$ cat config.mk
export PLATFORM = sky130hd
export DESIGN_NAME = gated_event_counter
export DESIGN_NICKNAME = d
export VERILOG_FILES = /design/src/rtl/gec_pkg.sv /design/src/rtl/gec_window_timer.sv /design/src/rtl/gated_event_counter.sv
export SDC_FILE = /design/constraint.sdc
export NUM_CORES = 1
export LEC_CHECK = 0
export CAP_MARGIN = 20
export CORE_ASPECT_RATIO = 2
export CORE_UTILIZATION = 48
export CTS_BUF_LIST = sky130_fd_sc_hd__clkbuf_16
export DETAILED_ROUTE_END_ITERATION = 10
export PLACE_DENSITY = 0.73
export SYNTH_ARGS = -nofsm -noshare
export SYNTH_HDL_FRONTEND = slang
export SYNTH_SLANG_ARGS = --single-unit
$ cat constraint.sdc
create_clock -name clk -period 1.5 [get_ports clk]
set_input_delay 0.15 -clock clk [delete_from_list [all_inputs] [get_ports clk]]
set_output_delay 0.15 -clock clk [all_outputs]
set_load 0.02 [all_outputs]
$ cat src/rtl/gec_pkg.sv
// Shared types and constants for gated_event_counter and its gate timer.
package gec_pkg;

    typedef enum logic {
        GEC_IDLE  = 1'b0,
        GEC_COUNT = 1'b1
    } gec_state_t;

    localparam logic GEC_MODE_SINGLE = 1'b0;
    localparam logic GEC_MODE_CONT   = 1'b1;

endpackage

$ cat src/rtl/gec_window_timer.sv
// Gate window timer: counts enabled cycles and flags the last cycle of each window.
module gec_window_timer #(
    parameter int GATE_CYCLES = 256
) (
    input  logic clk,
    input  logic rst,
    input  logic clr,
    input  logic en,
    output logic last_o
);

    localparam int TW = (GATE_CYCLES > 1) ? $clog2(GATE_CYCLES) : 1;
    localparam logic [TW-1:0] LAST = TW'(GATE_CYCLES - 1);

    logic [TW-1:0] timer;

    // The timer wraps itself on the last cycle, so back-to-back windows need no clear.
    always_ff @(posedge clk) begin
        if (rst) begin
            timer <= '0;
        end else if (clr) begin
            timer <= '0;
        end else if (en) begin
            timer <= (timer == LAST) ? '0 : timer + 1'b1;
        end
    end

    assign last_o = en && (timer == LAST);

endmodule

$ cat src/rtl/gated_event_counter.sv
// Gated event counter with valid/ready result hand-off; GEC_SATURATE_EN selects clamp vs wrap.
module gated_event_counter
    import gec_pkg::*;
#(
    parameter int WIDTH       = 8,
    parameter int GATE_CYCLES = 256
) (
    input  logic             clk,
    input  logic             rst,
    input  logic             start_i,
    input  logic             stop_i,
    input  logic             mode_i,
    input  logic             event_i,
    input  logic             ready_i,
    output logic [WIDTH-1:0] count_o,
    output logic             valid_o,
    output logic             overrun_o,
    output logic             sat_o,
    output logic             busy_o
);

    gec_state_t       state, state_next;
    logic             mode_q;
    logic [WIDTH-1:0] acc;
    logic [WIDTH-1:0] acc_inc;
    logic             start_win, capture, counting, last;

    assign counting = (state == GEC_COUNT) && !stop_i;
    assign busy_o   = (state == GEC_COUNT);

    gec_window_timer #(.GATE_CYCLES(GATE_CYCLES)) u_timer (
        .clk    (clk),
        .rst    (rst),
        .clr    (start_win),
        .en     (counting),
        .last_o (last)
    );

    // NOTE: every always_comb output gets a default first so no path leaves it unassigned (no latch).
    always_comb begin
        state_next = state;
        start_win  = 1'b0;
        capture    = 1'b0;
        case (state)
            GEC_IDLE: begin
                if (start_i && !stop_i) begin
                    state_next = GEC_COUNT;
                    start_win  = 1'b1;
                end
            end
            GEC_COUNT: begin
                if (stop_i) begin
                    state_next = GEC_IDLE;
                end else if (last) begin
                    capture = 1'b1;
                    if (mode_q != GEC_MODE_CONT) state_next = GEC_IDLE;
                end
            end
            default: state_next = GEC_IDLE;
        endcase
    end

`ifdef GEC_SATURATE_EN
    localparam logic [WIDTH-1:0] ACC_MAX = '1;
    logic acc_clip, win_clip;

    assign acc_clip = event_i && (acc == ACC_MAX);
    assign acc_inc  = acc_clip ? acc : acc + WIDTH'(event_i);

    // win_clip remembers a clamp earlier in the window; the last cycle's own clamp is OR-ed at capture.
    always_ff @(posedge clk) begin
        if (rst) begin
            win_clip <= 1'b0;
            sat_o    <= 1'b0;
        end else begin
            if (start_win || capture) win_clip <= 1'b0;
            else if (counting)        win_clip <= win_clip | acc_clip;
            if (capture)              sat_o    <= win_clip | acc_clip;
        end
    end
`else
    assign acc_inc = acc + WIDTH'(event_i);
    assign sat_o   = 1'b0;
`endif

    // NOTE: sequential state uses non-blocking assignments so all registers update from pre-edge values.
    always_ff @(posedge clk) begin
        if (rst) begin
            state     <= GEC_IDLE;
            mode_q    <= GEC_MODE_SINGLE;
            acc       <= '0;
            count_o   <= '0;
            valid_o   <= 1'b0;
            overrun_o <= 1'b0;
        end else begin
            state <= state_next;
            if (start_win) mode_q <= mode_i;
            if (start_win || capture) acc <= '0;
            else if (counting)        acc <= acc_inc;
            if (capture) count_o <= acc_inc;
            valid_o   <= capture | (valid_o & ~ready_i);
            overrun_o <= (capture & valid_o & ~ready_i) | (overrun_o & ~(valid_o & ready_i));
        end
    end

endmodule
# [Yosys cells after proc, flatten, opt, wreduce, memory -nomap -nowiden]
# Index checks and enable logic that the tools add are counted.
[word_totals] n_memories=0 ram_bits=0 wordCells=37 in_bits=7 romBits=0 out_inout_bits=12 latchBits=0 ff_bits=28
[op_classes] n_reduce_logical=7 n_addsub=2 eq_ne=1 shift=0 n_div=0 n_mux=10 multipliers=0 order_cmp=0 bitwise_logic=10
[ops] op="$add 8x1->8" n=1
[ops] op="$add 8x1->8 const B" n=1
[ops] op="$eq 8x8->1 const B" n=1
[ops] op="$mux 1" n=8
[ops] op="$mux 8" n=1
[ops] op="$and 1x1->1" n=5
[ops] op="$reduce_or 2->1" n=2
[ops] op="$logic_and 1x1->1" n=3
[ops] op="$not 1->1" n=3
[ops] op="$or 1x1->1" n=2
[ops] op="$pmux 1 s2" n=1
[ops] op="$logic_not 1->1" n=1
[ops] op="$logic_or 1x1->1" n=1

# [Depth between registers and ports, before layout]
[depth] word_depth=9 ltp_mapped=5

# [Cells and area by module]
# Synthesis repeated with hierarchy kept, for this count alone.
[unflattened] cells_unflattened=145 area_unflattened_um2=1303.8
[by_module_without_submodules] mod="gated_event_counter" area_each_um2=909.6 seq_area_each_um2=400.4 cells_each=99 n_inst=1
[by_module_without_submodules] mod="gec_window_timer" area_each_um2=394.1 seq_area_each_um2=160.2 cells_each=46 n_inst=1

# [Least setup slack after synthesis]
# Ideal clock, no wire load.
[synth_timing] kind="register -> register" from="register acc[0]" to="register acc[6]" synth_period_minus_slack_ps=1607 arrival_ps=1528 path_buffers=0 path_stages_with_launch=6 setup_ps=79 path_slack_ps=-107 path_cell_list="dfxtp_1 -> ha_1 -> ha_1 -> nand3_1 -> or4_4 -> a211oi_2"
[synth_via] elab_chain_cells=1
[synth_rtl] item="start: declaration" line_no="gated_event_counter.sv:24" rtl="logic [WIDTH-1:0] acc;"
[synth_rtl] item="start signal: assignment" line_no="gated_event_counter.sv:99" rtl="else if (counting) acc <= acc_inc;"
[synth_rtl] item="$add 8x1->8" line_no="gated_event_counter.sv:82" rtl="assign acc_inc = acc + WIDTH'(event_i);"
# No other way between the ends.
# A chain may end at the register's enable or synchronous reset.

# [Final worst setup path]
# Same ends and word-level chain as after synthesis.

==> impl_metrics.tcl <==
set metrics [dict create \
    status "complete, no violations" \
    clock-skew-final_ps 2.543 \
    finalCritPeriodShare 0.9817 \
    p_leak_nw 0.6457 \
    gp_congestion 0.7854 \
    layout-drive-gt1-share 0.2989 \
    cp_max_fo 3 \
    grt_max_degree 17 \
    die_w_um 39.57 \
    portBuffers 17 \
    clock_sinks 28 \
    layout.cells.most_common "dfxtp_1" \
    min_period_ps 1473 \
    slew_viol_final 0 \
    n_antenna_cell 0 \
    syn_avg_cell_area_um2 9.543 \
    hold_ws_ps 480.4 \
    num_vias 1288 \
    drt-vias-per-instance 6.376 \
    start_kind "flip-flop" \
    cts_tree "yes" \
    top_level_ports 19 \
    core_um2 2603 \
    antenna_found_initial 0 \
    clk_path_buf_depth 2 \
    cts_hold_buf 0 \
    first_pass_iters 4 \
    power_density_nw_per_um2 764.9 \
    die-area_um2 3052 \
    fin_nets 186 \
    syn2layout_area_growth_pct 39.43 \
    path_clk_slew_ps 70 \
    wl_per_cell_um 18.02 \
    clkLatencyLatePin_ps 260 \
    routed_wl_mm 3.641 \
    synth_flop_cell "dfxtp_1" \
    utilization 0.7260 \
    antenna_left 0 \
    syn_nets 152 \
    fp.dieH_um 77.14 \
    placedCellCount 199 \
    synthArstFlopShare 0 \
    grt_pass1_wl_mm 5.664 \
    synth-seq-cells 28 \
    yosysTopAreaCellShare 0.4137 \
    synth_edf_count 0 \
    final_cells 202 \
    endpoint_kind "flip-flop" \
    yosys-top-cells-area "dfxtp_1 (41%), a211oi_1 (4.4%), o31ai_1 (3.9%)" \
    grt_pass1_vias 1281 \
    groute.usage.overall 0.2565 \
    start_util 0.5207 \
    drc 0 \
    row_count 26 \
    most-common-layout-cells "dfxtp_1 (22), buf_4 (19), clkdlybuf4s50_1 (15)" \
    crit_type "reg2reg" \
    ys_warn_count 0 \
    seq_area_frac_synth 0.4137 \
    numCtsBuffers 3 \
    synth_area_um2 1355 \
    synthCells 142 \
    dpl.hpwl_mm 2.446 \
    h-tree-depth 1 \
    setup_violations 0 \
    report.final.hold_viol_count 0 \
    vdd_drop_max_v 0.0007448 \
    synthDistinctLibCells 37 \
    crit_arrival_ps 1660 \
    worstPathRequired_ps 1690 \
    drt_iter0_drc 26 \
    yosysTopAreaCell "dfxtp_1" \
    max_freq_mhz 679.1 \
    overflow 0 \
    min_path_type "reg2reg" \
    root_buffer "clkbuf_16" \
    drv_cap 0 \
]
## metrics by stage
stage               TNS, ps  setup WS, ps  cell area (um^2)  power, mW
floorplan            -63.59        -63.59              1368     0.8063
global placement      -3926        -328.6              1704     0.8462
detailed placement    -5211        -409.5              1704     0.8494
CTS                       0         3.060              1828      1.440
global route         -31.90        -31.22              1889      1.473
finish                    0         27.50              1889      1.445
## worst paths after layout
check | start | end | slack [ps] | cells after the start
worst min register to register | count_o[0] | count_o[0] | 480 | 2
worst max register to register | acc[0] | acc[6] | 30 | 5
worst max-delay path | acc[0] | acc[6] | 30 | 5
worst min-delay path | count_o[0] | count_o[0] | 480 | 2
## synthesized netlist by cell type, types with 4 or more instances
cell type / count
nand3_1: 5
o31ai_1: 7
a211oi_2: 4
clkbuf_1: 4
buf_2: 4
xor2_1: 5
o21ai_0: 8
nor3_1: 5
dfxtp_1: 28
a31oi_1: 6
mux2i_1: 4
or3_1: 8
a21oi_1: 5
a211oi_1: 8
## repair_timing
action / CTS / global route
setup endpoints to repair: 10 / 21
pin swaps: 3 / 2
resized for setup: 11 / 15
buffers inserted: 0 / 0
## per-layer routing
layer | global-route usage | wire length [um] | vias up
li1 | - | - | 619
met4 | 0.1000 | 82 | 0
met3 | 0.02601 | 70 | 10
met2 | 0.4639 | 2065 | 31
met5 | 0 | 0 | -
met1 | 0.2747 | 1422 | 628
## registers in the layout (all words and copies together), names as in the netlist
name	cells
count_o	8
overrun_o	1
u_timer.timer	8
acc	8
busy_o	1
mode_q	1
valid_o	1
## cell type report
type | instances | area (um^2)
Timing Repair Buffer | 40 | 367.9
Clock buffer | 3 | 75.07
Inverter | 2 | 7.507
Multi-Input combinational cell | 101 | 835.8
Sequential cell | 28 | 568.0
Fill cell | 197 | 713.2
Tap cell | 28 | 35.03
## power by group
| group | switching, mW | internal [mW] | total (mW) | leakage (nW) |
|---|---|---|---|---|
| clock | 0.253 | 0.354 | 0.607 | 0.0370 |
| sequential | 0.00418 | 0.747 | 0.752 | 0.229 |
| combinational | 0.0422 | 0.0443 | 0.0865 | 0.380 |
| total | 0.299 | 1.15 | 1.45 | 0.646 |
## cells by family (layout without fill, tap and decap cells)
| logic type | after synthesis | count (layout) | share of synthesized area |
|---|---|---|---|
| AOI/OAI and AO/OA | 43 | 43 | 0.2281 |
| xor gates and xnor gates | 6 | 6 | 0.03878 |
| adders and majority gates | 3 | 3 | 0.02770 |
| buffers and inverters | 13 | 45 | 0.04524 |
| DFF | 28 | 28 | 0.4137 |
| muxes | 4 | 4 | 0.02955 |
| other | 1 | 1 | 0.002767 |
| and+or+nand+nor | 44 | 44 | 0.2142 |
## worst max-delay path: stages, from the launching register on
cell and delay (ps):
dfxtp_2 350, ha_4 160, ha_4 150, nand3_4 80, or4_4 430, a211oi_2 220
Note: power is estimated with default switching activity, not from simulation.
